`config.mk`:
```
export PLATFORM = sky130hd
export DESIGN_NAME = velocity_cell_stream_ctrl
export DESIGN_NICKNAME = d
export VERILOG_FILES = /design/src/rtl/velocity_cell_stream_ctrl.sv
export SDC_FILE = /design/constraint.sdc
export NUM_CORES = 1
export LEC_CHECK = 0
export CAP_MARGIN = 20
export CORE_MARGIN = 2
export CORE_UTILIZATION = 50
export DETAILED_ROUTE_END_ITERATION = 10
export PLACE_DENSITY = 0.85
export SLEW_MARGIN = 20
export SYNTH_ARGS = -nofsm -noshare
export SYNTH_HDL_FRONTEND = slang
export SYNTH_SLANG_ARGS = --single-unit
```
`constraint.sdc`:
```
create_clock -name clk -period 16.5 [get_ports clk]
set_input_delay 4.95 -clock clk [delete_from_list [all_inputs] [get_ports clk]]
set_output_delay 4.95 -clock clk [all_outputs]
set_load 0.03 [all_outputs]
```
`src/rtl/velocity_cell_stream_ctrl.sv`:
```
// Streams one cell's velocity words (ids 1..N) out of a single-port RAM and merges
// motion-update write-backs onto the same port. Optional range check: VELOCITY_STREAM_WB_CHECK_EN.
module velocity_cell_stream_ctrl #(
    parameter int DATA_WIDTH     = 96,
    parameter int PARTICLE_NUM   = 220,
    parameter int ADDR_WIDTH     = 8,
    parameter int MEM_RD_LATENCY = 2
) (
    input  logic                  clk,
    input  logic                  rst,
    input  logic                  start,
    output logic                  busy,
    output logic                  done,
    output logic [ADDR_WIDTH-1:0] particle_num,
    output logic [ADDR_WIDTH-1:0] mem_address,
    output logic [DATA_WIDTH-1:0] mem_data,
    output logic                  mem_rden,
    output logic                  mem_wren,
    input  logic [DATA_WIDTH-1:0] mem_q,
    output logic                  out_valid,
    input  logic                  out_ready,
    output logic [ADDR_WIDTH-1:0] out_particle_id,
    output logic [DATA_WIDTH-1:0] out_velocity,
    input  logic                  wb_valid,
    output logic                  wb_ready,
    input  logic [ADDR_WIDTH-1:0] wb_particle_id,
    input  logic [DATA_WIDTH-1:0] wb_velocity,
    output logic                  wb_err
);
    localparam int FIFO_DEPTH = MEM_RD_LATENCY + 1;
    localparam int CW = $clog2(2 * FIFO_DEPTH + 1);
    localparam int PW = (FIFO_DEPTH > 1) ? $clog2(FIFO_DEPTH) : 1;
    localparam logic [ADDR_WIDTH-1:0] MAX_CNT = ADDR_WIDTH'(PARTICLE_NUM - 1);

    typedef enum logic [2:0] {S_IDLE, S_RD_CNT, S_WAIT_CNT, S_STREAM, S_DRAIN, S_DONE} state_t;

    state_t                r_state;
    logic [ADDR_WIDTH-1:0] r_particle_num;
    logic [ADDR_WIDTH-1:0] r_rd_addr;
    logic [3:0]            r_wait;
    logic                  r_busy;
    logic                  r_done;
    logic                  r_wb_last;
    logic                  r_pipe_v    [MEM_RD_LATENCY];
    logic [ADDR_WIDTH-1:0] r_pipe_addr [MEM_RD_LATENCY];
    logic [ADDR_WIDTH-1:0] r_fifo_id   [FIFO_DEPTH];
    logic [DATA_WIDTH-1:0] r_fifo_vel  [FIFO_DEPTH];
    logic [PW-1:0]         r_wr_ptr;
    logic [PW-1:0]         r_rd_ptr;
    logic [CW-1:0]         r_fifo_cnt;

    logic [CW-1:0]         w_inflight;
    logic [CW-1:0]         w_credit;
    logic                  w_pop;
    logic                  w_push;
    logic                  w_hazard;
    logic                  w_read_want;
    logic                  w_issue;
    logic                  w_wb_accept;
    logic                  w_wb_bad;
    logic                  w_drained;
    logic [ADDR_WIDTH-1:0] w_cnt_clamp;

    function automatic logic [PW-1:0] ptr_inc(input logic [PW-1:0] p);
        return (p == PW'(FIFO_DEPTH - 1)) ? '0 : p + PW'(1);
    endfunction

    assign out_valid       = (r_fifo_cnt != '0);
    assign out_particle_id = r_fifo_id[r_rd_ptr];
    assign out_velocity    = r_fifo_vel[r_rd_ptr];
    assign busy            = r_busy;
    assign done            = r_done;
    assign particle_num    = r_particle_num;
    assign w_pop           = out_valid && out_ready;
    assign w_push          = r_pipe_v[MEM_RD_LATENCY-1];
    assign w_cnt_clamp     = (mem_q[ADDR_WIDTH-1:0] > MAX_CNT) ? MAX_CNT : mem_q[ADDR_WIDTH-1:0];

    always_comb begin
        w_inflight = '0;
        w_hazard   = (r_state == S_WAIT_CNT) && (wb_particle_id == '0);
        for (int i = 0; i < MEM_RD_LATENCY; i++) begin
            w_inflight = w_inflight + CW'(r_pipe_v[i]);
            if (r_pipe_v[i] && (r_pipe_addr[i] == wb_particle_id))
                w_hazard = 1'b1;
        end
        // A slot freed by this cycle's pop is reusable: keeps 1 item/cycle with depth LAT+1.
        w_credit    = r_fifo_cnt + w_inflight - CW'(w_pop);
        w_read_want = (r_state == S_STREAM) && (w_credit < CW'(FIFO_DEPTH));
        // Write wins a collision, but the read gets the following cycle so it only slips once.
        wb_ready    = (r_state inside {S_IDLE, S_WAIT_CNT, S_STREAM, S_DRAIN}) && !w_hazard
                      && !(r_wb_last && w_read_want);
        w_wb_accept = wb_valid && wb_ready;
        w_issue     = w_read_want && !w_wb_accept;
        mem_wren    = w_wb_accept && !w_wb_bad;
        mem_rden    = (r_state == S_RD_CNT) || w_issue;
        mem_address = '0;
        if (w_wb_accept)
            mem_address = wb_particle_id;
        else if (w_issue)
            mem_address = r_rd_addr;
        mem_data    = mem_wren ? wb_velocity : '0;
        w_drained   = (w_inflight == '0) &&
                      ((r_fifo_cnt == '0) || ((r_fifo_cnt == CW'(1)) && w_pop));
    end

    // state      | meaning
    // S_IDLE     | waiting for start
    // S_RD_CNT   | read of address 0 (particle count) issued
    // S_WAIT_CNT | waiting for the count to return, then latch it
    // S_STREAM   | issuing reads 1..N under FIFO credit
    // S_DRAIN    | all reads issued, emptying pipeline and FIFO
    // S_DONE     | one-cycle done pulse
    always_ff @(posedge clk or posedge rst) begin
        if (rst) begin
            r_state        <= S_IDLE;
            r_particle_num <= '0;
            r_rd_addr      <= '0;
            r_wait         <= '0;
            r_busy         <= 1'b0;
            r_done         <= 1'b0;
        end else begin
            r_done <= 1'b0;
            case (r_state)
                S_IDLE: if (start) begin
                    r_state <= S_RD_CNT;
                    r_busy  <= 1'b1;
                end
                S_RD_CNT: begin
                    r_state <= S_WAIT_CNT;
                    r_wait  <= 4'(MEM_RD_LATENCY - 1);
                end
                S_WAIT_CNT: begin
                    if (r_wait == '0) begin
                        r_particle_num <= w_cnt_clamp;
                        r_rd_addr      <= ADDR_WIDTH'(1);
                        if (w_cnt_clamp == '0) begin
                            r_state <= S_DONE;
                            r_done  <= 1'b1;
                        end else begin
                            r_state <= S_STREAM;
                        end
                    end else begin
                        r_wait <= r_wait - 4'd1;
                    end
                end
                S_STREAM: if (w_issue) begin
                    r_rd_addr <= r_rd_addr + ADDR_WIDTH'(1);
                    if (r_rd_addr == r_particle_num)
                        r_state <= S_DRAIN;
                end
                S_DRAIN: if (w_drained) begin
                    r_state <= S_DONE;
                    r_done  <= 1'b1;
                end
                S_DONE: begin
                    r_state <= S_IDLE;
                    r_busy  <= 1'b0;
                end
                default: r_state <= S_IDLE;
            endcase
        end
    end

    always_ff @(posedge clk or posedge rst) begin
        if (rst) begin
            for (int i = 0; i < MEM_RD_LATENCY; i++) begin
                r_pipe_v[i]    <= 1'b0;
                r_pipe_addr[i] <= '0;
            end
            for (int i = 0; i < FIFO_DEPTH; i++) begin
                r_fifo_id[i]  <= '0;
                r_fifo_vel[i] <= '0;
            end
            r_wr_ptr   <= '0;
            r_rd_ptr   <= '0;
            r_fifo_cnt <= '0;
            r_wb_last  <= 1'b0;
        end else begin
            r_wb_last      <= w_wb_accept;
            r_pipe_v[0]    <= w_issue;
            r_pipe_addr[0] <= r_rd_addr;
            for (int i = 1; i < MEM_RD_LATENCY; i++) begin
                r_pipe_v[i]    <= r_pipe_v[i-1];
                r_pipe_addr[i] <= r_pipe_addr[i-1];
            end
            if (w_push) begin
                r_fifo_id[r_wr_ptr]  <= r_pipe_addr[MEM_RD_LATENCY-1];
                r_fifo_vel[r_wr_ptr] <= mem_q;
                r_wr_ptr             <= ptr_inc(r_wr_ptr);
            end
            if (w_pop)
                r_rd_ptr <= ptr_inc(r_rd_ptr);
            r_fifo_cnt <= r_fifo_cnt + CW'(w_push) - CW'(w_pop);
        end
    end

`ifdef VELOCITY_STREAM_WB_CHECK_EN
    logic r_wb_err;
    assign w_wb_bad = (wb_particle_id == '0) || (wb_particle_id > r_particle_num);
    assign wb_err   = r_wb_err;
    always_ff @(posedge clk or posedge rst) begin
        if (rst)
            r_wb_err <= 1'b0;
        else if (w_wb_accept && w_wb_bad)
            r_wb_err <= 1'b1;
    end
`else
    assign w_wb_bad = 1'b0;
    assign wb_err   = 1'b0;
`endif

endmodule

```
==> flow_summary.yaml <==
place:
  dp_cells: 2199
  io_buffers: 426
  dp_hpwl_um: 33200
  gp_congestion: 0.925
floorplanning:
  pin_count: 428
  initial_core_util_pct: 50.7
  die_w_um: 188
  die_y_um: 188
  die_area_um2: 35500
  design.core.area_um2: 33500
  rows: 67
hold_path:
  min_path_type: "reg -> reg"
clocking:
  ctsResizeCount: 0
  clockRootBuffer: "clkbuf_16"
  numCtsBuffers: 39
  insertion_delay_ps: 530
  cts_tree: "done"
  clkSinkCount: 363
  path_clk_slew_ps: 60
  cts_setup_buffers: 0
  cts_hold_buffers: 0
  htree_num_levels: 2
  clk_path_buf_depth: 3
yosys:
  ys_ff_latch: 363
  yosysWarnings: 0
  yosysTopAreaCell: "dfrtp_1"
  synth-compound-area-share_pct: 5.03
  synthArstFlopShare_pct: 100
  synth_adder_area_share_pct: 0.898
  synth-simple-area-share_pct: 9.32
  syn_nets: 1619
  ys.flop_type: "dfrtp_1"
  synthCells: 1403
  synth_top_area_share_pct: 53.4
  synth_edf_count: 0
  synthXorXnorAreaFrac_pct: 1.57
  yosysSeqAreaShare_pct: 53.4
  synth_top_family_by_area: "multiplexers"
  synthMuxAreaShare_pct: 27.0
  syn_area_um2: 17000
  synth.distinct_cells: 51
  avgSynthCellArea_um2: 12.1
  synth_area_leaders: "dfrtp_1 53%, mux2_2 21%, mux2i_1 6.2%"
drt:
  routedWlPerCell_um: 21.4
  drc: 0
  vias_per_cell: 5.50
  firstDrtPassIters: 5
  drt_iter0_drc: 708
  drtAntennaViolNets: 0
  routed_wl_um: 48600
  num_vias: 12500
sta:
  fmax_ghz: 0.0717
  slew_headroom_pct: 29.2
  tightest_slew_ps: 1060
  tns_ps: 0
  layout_min_cycle_time_ps: 13950
  rsz0062_at_grt: "no"
  clock_skew_ps: 20.4
  hold_viol_final: 0
  slew_violations: 0
  final.period_utilization_pct: 84.6
  setup_viol: 0
grt:
  grt_first_pass_wirelength_um: 75800
  grt_max_degree: 170
  antenna_found_initial: 3
  grt_pass1_vias: 13300
  grt.total_usage_pct: 27.3
  grt_overflow: 0
critical_path:
  cp-end-kind: "output port"
  r2r-start: "w_push$_DFF_PP0_"
  crit_required_ps: 11550
  worstPathArrival_ps: 9000
  reg2regPathDepth: 15
  worstSetupPathType: "in -> out"
  crit_start: "out_ready"
  regToRegEndpoint: "r_rd_addr[3]$_DFFE_PP0P_"
  setup.worst_path.end: "mem_address[4]"
  start_kind: "primary input"
  rrSetupSlack_ps: 12680
  cp_max_fo: 115
finish:
  area_delta_synth_final_pct: 34.1
  nNetsFinal: 2008
  fill_cells: 2399
  stdcell_count: 2269
  drive_gt1_share_pct: 21.9
run:
  maxCapViolations: 0
power:
  peakVddDrop_mv: 0.175
  p_leak_nw: 9.47
  p_per_area_nw_per_um2: 220
outcome:
  outcome: "finished, final reports clean"
registers in the layout, summed over array words and instances (netlist names), 3 cells and up:
signal	cells
r_state	3
r_pipe_addr	16
r_fifo_vel	288
r_fifo_id	24
r_wait	4
r_rd_addr	8
r_fifo_cnt	3
particle_num	8
kinds of logic after synthesis:
logic type,Yosys count
adder cells (fa/ha/maj),11
XOR/XNOR,28
flip-flops,363
multiplexers,419
AO/OA/AOI/OAI,157
other,1
AND/OR/NAND/NOR,314
buffers and inverters,110
critical path: stages:
cell and delay [ps]:
clkdlybuf4s50_1 420, nand2_1 130, inv_1 80, ha_1 290, inv_1 60, ha_1 130
inv_1 50, fa_1 380, xnor2_1 150, xnor2_1 140, a41o_1 270, nor4_4 220
buf_4 680, nand2_1 100, o21ai_0 160, clkdlybuf4s50_1 740
placed cells by master (no fill, tap or decap), drive strengths merged, types with 3 or more instances in the layout:
| master | count |
|---|---|
| clkdlybuf4s50 | 426 |
| dfrtp | 363 |
| mux2 | 313 |
| nand2 | 151 |
| o21ai | 129 |
| mux2i | 106 |
| and2 | 98 |
| clkbuf | 60 |
| xnor2 | 26 |
| inv | 20 |
| nor2 | 14 |
| buf | 13 |
| a21oi | 10 |
| nor3 | 10 |
| ha | 9 |
| or3 | 8 |
| clkinv | 8 |
| nor4 | 7 |
| nand3 | 6 |
| nand4 | 6 |
| nand2b | 4 |
| and3 | 3 |
| nor2b | 3 |
power by group:
| group | leakage (nW) | internal (W) | switching [W] |
|---|---|---|---|
| Combinational | 4.54 | 0.00119 | 0.00145 |
| Sequential | 4.34 | 0.00131 | 0.000255 |
| Clock | 0.594 | 0.000473 | 0.000344 |
cell type report:
cell class	count	area, um^2	share of cell area [%]
sequential	363	9090	39.9
multi-input combinational	930	7480	32.8
timing repair buffer	439	4370	19.2
clock buffer	60	1120	4.93
tap	448	561	2.46
clock inverter	9	85.1	0.373
inverter	19	78.8	0.346
antenna	1	2.50	0.0110
metrics by stage:
step                area, um^2  worst slack [ps]  total power [W]  util, %  hold WS, ps
floorplan                17000              1470          0.00323        -          372
global placement         21600              2660          0.00414     64.4          377
detailed placement       21600              2540          0.00422     64.4          382
CTS                      22800              2530          0.00506     68.0          375
global route             22800              2280          0.00531     68.0          398
finish                   22800              2550          0.00503     68.0          384
layer usage:
metal / vias up / routed length (um) / GRT usage, %
li1: 5635 / - / -
met1: 6321 / 19100 / 33.7
met2: 436 / 24200 / 46.8
met3: 79 / 2990 / 5.27
met4: 2 / 2300 / 12.3
met5: - / 9 / 0
cells in the mapped netlist, types with 14 or more instances:
cell,number
xnor2_1,23
inv_1,19
mux2_2,313
nand2_1,151
o21ai_0,127
buf_1,14
dfrtp_1,363
buf_2,26
clkbuf_1,47
nor2_1,14
mux2i_1,106
and2_1,98
worst min path at each step:
stage	cells past startpoint	slack [ps]	start	endpoint
6_report	0	380	r_pipe_addr[15]$_DFF_PP0_	r_pipe_addr[7]$_DFF_PP0_
5_1_grt	0	400	r_pipe_addr[15]$_DFF_PP0_	r_pipe_addr[7]$_DFF_PP0_
3_3_place_gp	0	380	r_pipe_addr[10]$_DFF_PP0_	r_pipe_addr[2]$_DFF_PP0_
3_5_place_dp	0	380	r_pipe_addr[10]$_DFF_PP0_	r_pipe_addr[2]$_DFF_PP0_
2_1_floorplan	0	370	r_pipe_addr[8]$_DFF_PP0_	r_pipe_addr[0]$_DFF_PP0_
4_1_cts	0	370	r_pipe_addr[15]$_DFF_PP0_	r_pipe_addr[7]$_DFF_PP0_
(Power assumes the default switching activity.)
